===== src/rtl/fb_bus_pkg.sv =====
// Shared constants and helpers for the FreeDM bus slave receive path.
package fb_bus_pkg;

  localparam logic [3:0] SOC_NIBBLE = 4'hD;
  localparam int         DEF_NIB_W  = 16;
  localparam int         DEF_ADDR_W = 8;

  // Width of an index counting 0..n-1, never narrower than one bit.
  function automatic int idx_w(input int n);
    return (n <= 1) ? 1 : $clog2(n);
  endfunction

endpackage


===== src/rtl/fb_sat_counter.sv =====
// Generic clear/increment counter; SATURATE=1 holds at all-ones, 0 wraps.
module fb_sat_counter #(
  parameter int WIDTH    = 8,
  parameter bit SATURATE = 1'b1
) (
  input  logic             clk,
  input  logic             rst,
  input  logic             clr,
  input  logic             inc,
  output logic [WIDTH-1:0] cnt,
  output logic             max
);

  logic [WIDTH-1:0] cnt_q, cnt_d;

  assign max = &cnt_q;
  assign cnt = cnt_q;

  // NOTE: cnt_d gets a default first so no path through this block infers a latch.
  always_comb begin
    cnt_d = cnt_q;
    if (clr)
      cnt_d = '0;
    else if (inc && !(SATURATE && max))
      cnt_d = cnt_q + WIDTH'(1);
  end

  // NOTE: state flops use non-blocking assignment so all flops update together.
  always_ff @(posedge clk or posedge rst) begin
    if (rst) cnt_q <= '0;
    else     cnt_q <= cnt_d;
  end

endmodule


===== src/rtl/fb_rx_frame_counters.sv =====
// Nibble, byte, slave-index and RAM-address counter bank for the bus slave
// receive path; flags are combinational from the counters and current strobes.
module fb_rx_frame_counters
  import fb_bus_pkg::*;
#(
  parameter  int NIB_W          = DEF_NIB_W,
  parameter  int ADDR_W         = DEF_ADDR_W,
  parameter  int NUM_SLAVES     = 4,
  parameter  int SLAVE_CRC_NIBS = 2,
  parameter  int FRM_CRC_NIBS   = 2,
  localparam int SLV_W          = idx_w(NUM_SLAVES)
) (
  input  logic              MRxClk,
  input  logic              Reset,
  input  logic              StateIdle,
  input  logic              StatePreamble,
  input  logic              StateData,
  input  logic              StateSlaveCrc,
  input  logic              StateFrmCrc,
  input  logic [1:0]        StateSlaveData,
  input  logic              MRxDV,
  input  logic              MRxDEqDataSoC,
  input  logic              RxValid,
  input  logic [NIB_W-1:0]  SlaveDataLen,
  output logic [NIB_W-1:0]  TotalNibCnt,
  output logic [NIB_W-1:0]  NibCnt,
  output logic [NIB_W-1:0]  SlaveByteCnt,
  output logic [SLV_W-1:0]  SlaveIdx,
  output logic [ADDR_W-1:0] TxRamAddr,
  output logic [ADDR_W-1:0] RxRamAddr,
  output logic              SlaveDataEnd,
  output logic              SlaveCrcEnd,
  output logic              FrmCrcStateEnd,
  output logic              LastSlave,
  output logic              SlaveByteCntEq0,
  output logic              TotalNibCntMax,
  output logic              IncrementTotalNibCnt
);

  localparam int CRC_W  = idx_w(SLAVE_CRC_NIBS);
  localparam int FCRC_W = idx_w(FRM_CRC_NIBS);

  logic              sd;
  logic              byte_clr;
  logic              addr_clr;
  logic [NIB_W-1:0]  data_len_m1;
  logic [CRC_W-1:0]  crc_nib_cnt;
  logic [FCRC_W-1:0] frm_crc_nib_cnt;
  logic [5:0]        unused_max;

  assign sd                   = |StateSlaveData;
  assign IncrementTotalNibCnt = StatePreamble | StateData | sd | StateSlaveCrc;
  assign addr_clr             = StateIdle | StatePreamble | StateData;
  assign byte_clr             = (MRxDV & StatePreamble & MRxDEqDataSoC) | StateData;
  // A zero length is treated as a single-nibble slave.
  assign data_len_m1 = (SlaveDataLen == '0) ? '0 : SlaveDataLen - NIB_W'(1);

  fb_sat_counter #(.WIDTH(NIB_W), .SATURATE(1'b1)) u_nib_cnt (
    .clk(MRxClk), .rst(Reset), .clr(StateIdle | StateData), .inc(sd),
    .cnt(NibCnt), .max(unused_max[0])
  );

  fb_sat_counter #(.WIDTH(NIB_W), .SATURATE(1'b1)) u_total_nib_cnt (
    .clk(MRxClk), .rst(Reset), .clr(StateIdle), .inc(IncrementTotalNibCnt),
    .cnt(TotalNibCnt), .max(TotalNibCntMax)
  );

  fb_sat_counter #(.WIDTH(CRC_W), .SATURATE(1'b1)) u_crc_nib_cnt (
    .clk(MRxClk), .rst(Reset), .clr(sd | StateIdle), .inc(StateSlaveCrc),
    .cnt(crc_nib_cnt), .max(unused_max[1])
  );

  fb_sat_counter #(.WIDTH(FCRC_W), .SATURATE(1'b1)) u_frm_crc_nib_cnt (
    .clk(MRxClk), .rst(Reset), .clr(~StateFrmCrc), .inc(StateFrmCrc),
    .cnt(frm_crc_nib_cnt), .max(unused_max[2])
  );

  // Gating the increment with LastSlave saturates at NUM_SLAVES-1 even when
  // that is not a power of two.
  fb_sat_counter #(.WIDTH(SLV_W), .SATURATE(1'b1)) u_slave_idx (
    .clk(MRxClk), .rst(Reset), .clr(StateIdle | StatePreamble),
    .inc(SlaveCrcEnd & ~LastSlave), .cnt(SlaveIdx), .max(unused_max[3])
  );

  fb_sat_counter #(.WIDTH(ADDR_W), .SATURATE(1'b0)) u_tx_ram_addr (
    .clk(MRxClk), .rst(Reset), .clr(addr_clr), .inc(StateSlaveData[0]),
    .cnt(TxRamAddr), .max(unused_max[4])
  );

  fb_sat_counter #(.WIDTH(ADDR_W), .SATURATE(1'b0)) u_rx_ram_addr (
    .clk(MRxClk), .rst(Reset), .clr(addr_clr), .inc(RxValid),
    .cnt(RxRamAddr), .max(unused_max[5])
  );

  fb_sat_counter #(.WIDTH(NIB_W), .SATURATE(1'b1)) u_slave_byte_cnt (
    .clk(MRxClk), .rst(Reset), .clr(byte_clr),
    .inc(MRxDV & StateSlaveData[1] & ~byte_clr),
    .cnt(SlaveByteCnt), .max()
  );

  assign SlaveDataEnd    = sd & (NibCnt == data_len_m1);
  assign SlaveCrcEnd     = StateSlaveCrc & (crc_nib_cnt == CRC_W'(SLAVE_CRC_NIBS - 1));
  assign FrmCrcStateEnd  = StateFrmCrc & (frm_crc_nib_cnt == FCRC_W'(FRM_CRC_NIBS - 1));
  assign LastSlave       = (SlaveIdx == SLV_W'(NUM_SLAVES - 1));
  assign SlaveByteCntEq0 = (SlaveByteCnt == '0);

endmodule


===== config.mk =====
export PLATFORM = sky130hd
export DESIGN_NAME = fb_rx_frame_counters
export DESIGN_NICKNAME = d
export VERILOG_FILES = /design/src/rtl/fb_bus_pkg.sv /design/src/rtl/fb_sat_counter.sv /design/src/rtl/fb_rx_frame_counters.sv
export SDC_FILE = /design/constraint.sdc
export NUM_CORES = 1
export LEC_CHECK = 0
export BUFFER_PORTS_ARGS = -buffer_cell sky130_fd_sc_hd__clkbuf_2
export CELL_PAD_IN_SITES_DETAIL_PLACEMENT = 0
export CELL_PAD_IN_SITES_GLOBAL_PLACEMENT = 1
export CORE_ASPECT_RATIO = 1.25
export CORE_MARGIN = 3
export CORE_UTILIZATION = 30
export CTS_BUF_LIST = sky130_fd_sc_hd__clkbuf_4
export CTS_CLUSTER_SIZE = 8
export DETAILED_ROUTE_END_ITERATION = 7
export GPL_TIMING_DRIVEN = 0
export PLACE_DENSITY = 0.72
export RECOVER_POWER = 100
export SLEW_MARGIN = 30
export SYNTH_ARGS = -nofsm -noshare
export SYNTH_HDL_FRONTEND = slang
export SYNTH_SLANG_ARGS = --single-unit

===== constraint.sdc =====
create_clock -name MRxClk -period 3.3 [get_ports MRxClk]
set_input_delay 0.33 -clock MRxClk [delete_from_list [all_inputs] [get_ports MRxClk]]
set_output_delay 0.33 -clock MRxClk [all_outputs]
set_load 0.1 [all_outputs]

==> metrics.yaml <==
grt_max_degree: 43
synth_mux_area_frac: 0.00941
setup_viol_count_final: 0
synth_top_family_by_area: "simple AND/OR/NAND/NOR gates"
synth-compound-area-share: 0.0991
avgViaCountPerCell: 5.29
synth-simple-area-share: 0.313
skew_ns: 0.0147
r2r_end: "u_nib_cnt.cnt[3]"
post_cts_buffers: 0
stdcell_count: 775
ys_types: 53
synth-seq-cells: 68
cp.arrival_ns: 2.79
netlist_area_um2: 4260
gr-max-usage-layer: "met2"
synth_flop_cell: "dfrtp_1"
leakagePower_nw: 2.02
die_area_um2: 15700
start_util: 0.307
use_met1: 0.188
hold_path_depth: 2
critPathKind: "input port to primary output"
h-tree-depth: 3
critPathLaunchType: "input port"
use_met2: 0.274
tritoncts: "yes"
post-place-ws_ns: -0.163
wl_mm: 12.0
synth.avg_cell_area_um2: 8.76
crit_top_cell: "nor4_4"
path_clk_slew_ns: 0.12
drive_gt1_frac: 0.0950
finalHoldViolCount: 0
diodes: 0
grt_pass1_vias: 4100
rsz0062_at_grt: "no"
gr-usage-met3: 0.0284
async_flop_share: 1.00
period_share: 0.945
drc: 0
hold-worst-slack_ns: 0.0964
place_congestion: 0.892
rows: 48
dp_hpwl_mm: 9.17
synth_edf_count: 0
ant_nets: 0
status: "finished clean"
hp-class: "input port to flop"
fillerInstances: 1491
dp_cells: 759
synth_xor_area_frac: 0.117
drtPass1Iterations: 5
min_to: "u_frm_crc_nib_cnt.cnt"
fmax_mhz: 321
nets: 631
maxCapViolations: 0
min_from: "StateFrmCrc"
core_um2: 13900
synth_cells: 486
port_buffers: 97
vdd_drop_max_v: 0.000184
first_iter_violations: 283
synth_fa_ha_area_frac: 0.0235
slowest_stage: "nor4_4"
fin_crit_ns: 3.12
synth_nets: 522
io_pins: 101
maxSlewHeadroom: 0.207
worstMarginPinSlew_ns: 1.18
grt_pass1_wl_mm: 20.3
max_stage_delay_ns: 0.44
clockBufferDepth: 2
cts.sinks: 68
areaGrowthSynthToFinish_pct: 18.4
cp-end-kind: "primary output"
track_usage: 0.155
die_x_um: 113
die_y_um: 139
setup_ws_ns: 0.180
ys.warnings.count: 0
cts_root_buf: "clkbuf_4"
critPathMaxFanout: 7
dr_total_vias: 4097
rr_worst_depth: 8
clkLatencyLatePin_ns: 0.42
power.density_nw_per_um2: 321
r2r-start: "u_nib_cnt.cnt[4]"
crit_required_ns: 2.97
drv_slew: 0
wl_per_cell_um: 15.4
r2r_setup_slack_ns: 0.64
ys_seq_area_frac: 0.400
grt_overflow: 0
cts_buffers: 9
crit_chain: "clkbuf_2, nor4_4, nand4_1, o31a_1, or3_1, a211o_1, nor4_4, clkbuf_4"
antenna_found_initial: 0
cell families after synthesis:
kind of cell               Yosys count
AOI/OAI and AO/OA                   63
and+or+nand+nor                    247
xor gates and xnor gates            57
adders and majority gates            8
buffers and inverters               39
muxes                                4
DFF                                 68
registers in the layout, indices dropped and copies added (netlist names):
| register | flops |
|---|---|
| u_nib_cnt.cnt | 16 |
| u_slave_byte_cnt.cnt | 16 |
| u_total_nib_cnt.cnt | 16 |
| u_rx_ram_addr.cnt | 8 |
| u_tx_ram_addr.cnt | 8 |
| u_slave_idx.cnt | 2 |
| u_crc_nib_cnt.cnt | 1 |
| u_frm_crc_nib_cnt.cnt | 1 |
layer usage:
layer | share of wire | vias up | routed length [um]
li1 | - | 1969 | -
met1 | 0.43 | 2013 | 5120
met2 | 0.51 | 101 | 6130
met3 | 0.042 | 14 | 498
met4 | 0.017 | 0 | 206
met5 | 0 | - | 0
critical path, delay by kind of cell:
| family | cells | cell delay (ns) |
|---|---|---|
| AND/OR/NAND/NOR | 4 | 1.27 |
| AO/OA/AOI/OAI | 2 | 0.65 |
| buffers and inverters | 2 | 0.54 |
cell type report:
| class | instances | area, um^2 | area share |
|---|---|---|---|
| tap | 175 | 219 | 0.0435 |
| sequential | 68 | 1700 | 0.338 |
| multi-input combinational | 379 | 2420 | 0.480 |
| clock buffer | 10 | 75.1 | 0.0149 |
| clock inverter | 6 | 55.1 | 0.0109 |
| inverter | 13 | 50.0 | 0.00994 |
| buffer | 25 | 106 | 0.0211 |
| timing repair buffer | 99 | 413 | 0.0820 |
how the worst max path moves through the flow:
| stage | from | end | depth (start not counted) |
|---|---|---|---|
| after detailed placement | SlaveDataLen[0] | SlaveDataEnd | 8 |
| after global placement | SlaveDataLen[0] | SlaveDataEnd | 8 |
| after CTS | SlaveDataLen[0] | SlaveDataEnd | 9 |
| final | SlaveDataLen[2] | SlaveDataEnd | 8 |
| after global routing | SlaveDataLen[0] | SlaveDataEnd | 8 |
| after floorplan | u_nib_cnt.cnt[4] | SlaveDataEnd | 7 |
per-stage QoR:
| stage | area, um^2 | TNS (ns) | utilization | total power [W] |
|---|---|---|---|---|
| floorplan | 4270 | 0 | - | 0.00103 |
| global placement | 4970 | -0.177 | 0.358 | 0.00110 |
| detailed placement | 5000 | -0.163 | 0.360 | 0.00111 |
| CTS | 5150 | 0 | 0.371 | 0.00165 |
| global route | 5040 | 0 | 0.363 | 0.00171 |
| finish | 5040 | 0 | 0.363 | 0.00162 |
power breakdown:
part | switching (W) | internal (W)
clock network | 0.000301 | 0.000233
logic | 0.000175 | 0.0000575
registers | 0.0000113 | 0.000841
cells in the final DEF (no fill, tap or decap), types with 4 or more instances in the layout:
cell and n:
xnor2_1 28, xor2_1 29, or3_1 12, and3_1 12, nand2_1 32, nor4_1 13
nor3_1 16, ha_1 8, nor2_1 70, o21ai_0 14, clkbuf_4 11, inv_1 12
or4_1 10, nand2b_1 4, a21oi_1 15, nor3b_1 6, clkbuf_1 91, dfrtp_1 68
nand3_1 23, o31ai_1 4, clkbuf_2 26, nand4_1 22, mux2i_1 4, or2_2 4
and4_1 9
Yosys cell counts (5+ instances only):
master / number / share of area
nor2_1: 70 / 0.062
dfrtp_1: 68 / 0.40
nand2_1: 32 / 0.028
xor2_1: 29 / 0.060
xnor2_1: 28 / 0.058
nand3_1: 23 / 0.027
nand4_1: 22 / 0.032
clkbuf_1: 19 / 0.017
nor3_1: 16 / 0.019
a21oi_1: 15 / 0.018
nor4_1: 14 / 0.021
o21ai_0: 14 / 0.016
inv_1: 13 / 0.011
and3_1: 12 / 0.018
or3_1: 12 / 0.018
or4_1: 10 / 0.018
and4_1: 9 / 0.019
ha_1: 8 / 0.024
nor3b_1: 6 / 0.011
buf_2: 5 / 0.0059
repair_timing:
item	4_1_cts	5_1_grt
resized for setup	2	2
endpoints found under the setup margin	1	1
hold buffers	1	0
pin swaps	0	0
gates cloned	0	0
hold endpoints to repair	26	0
Power figures use the tool's default switching activity.
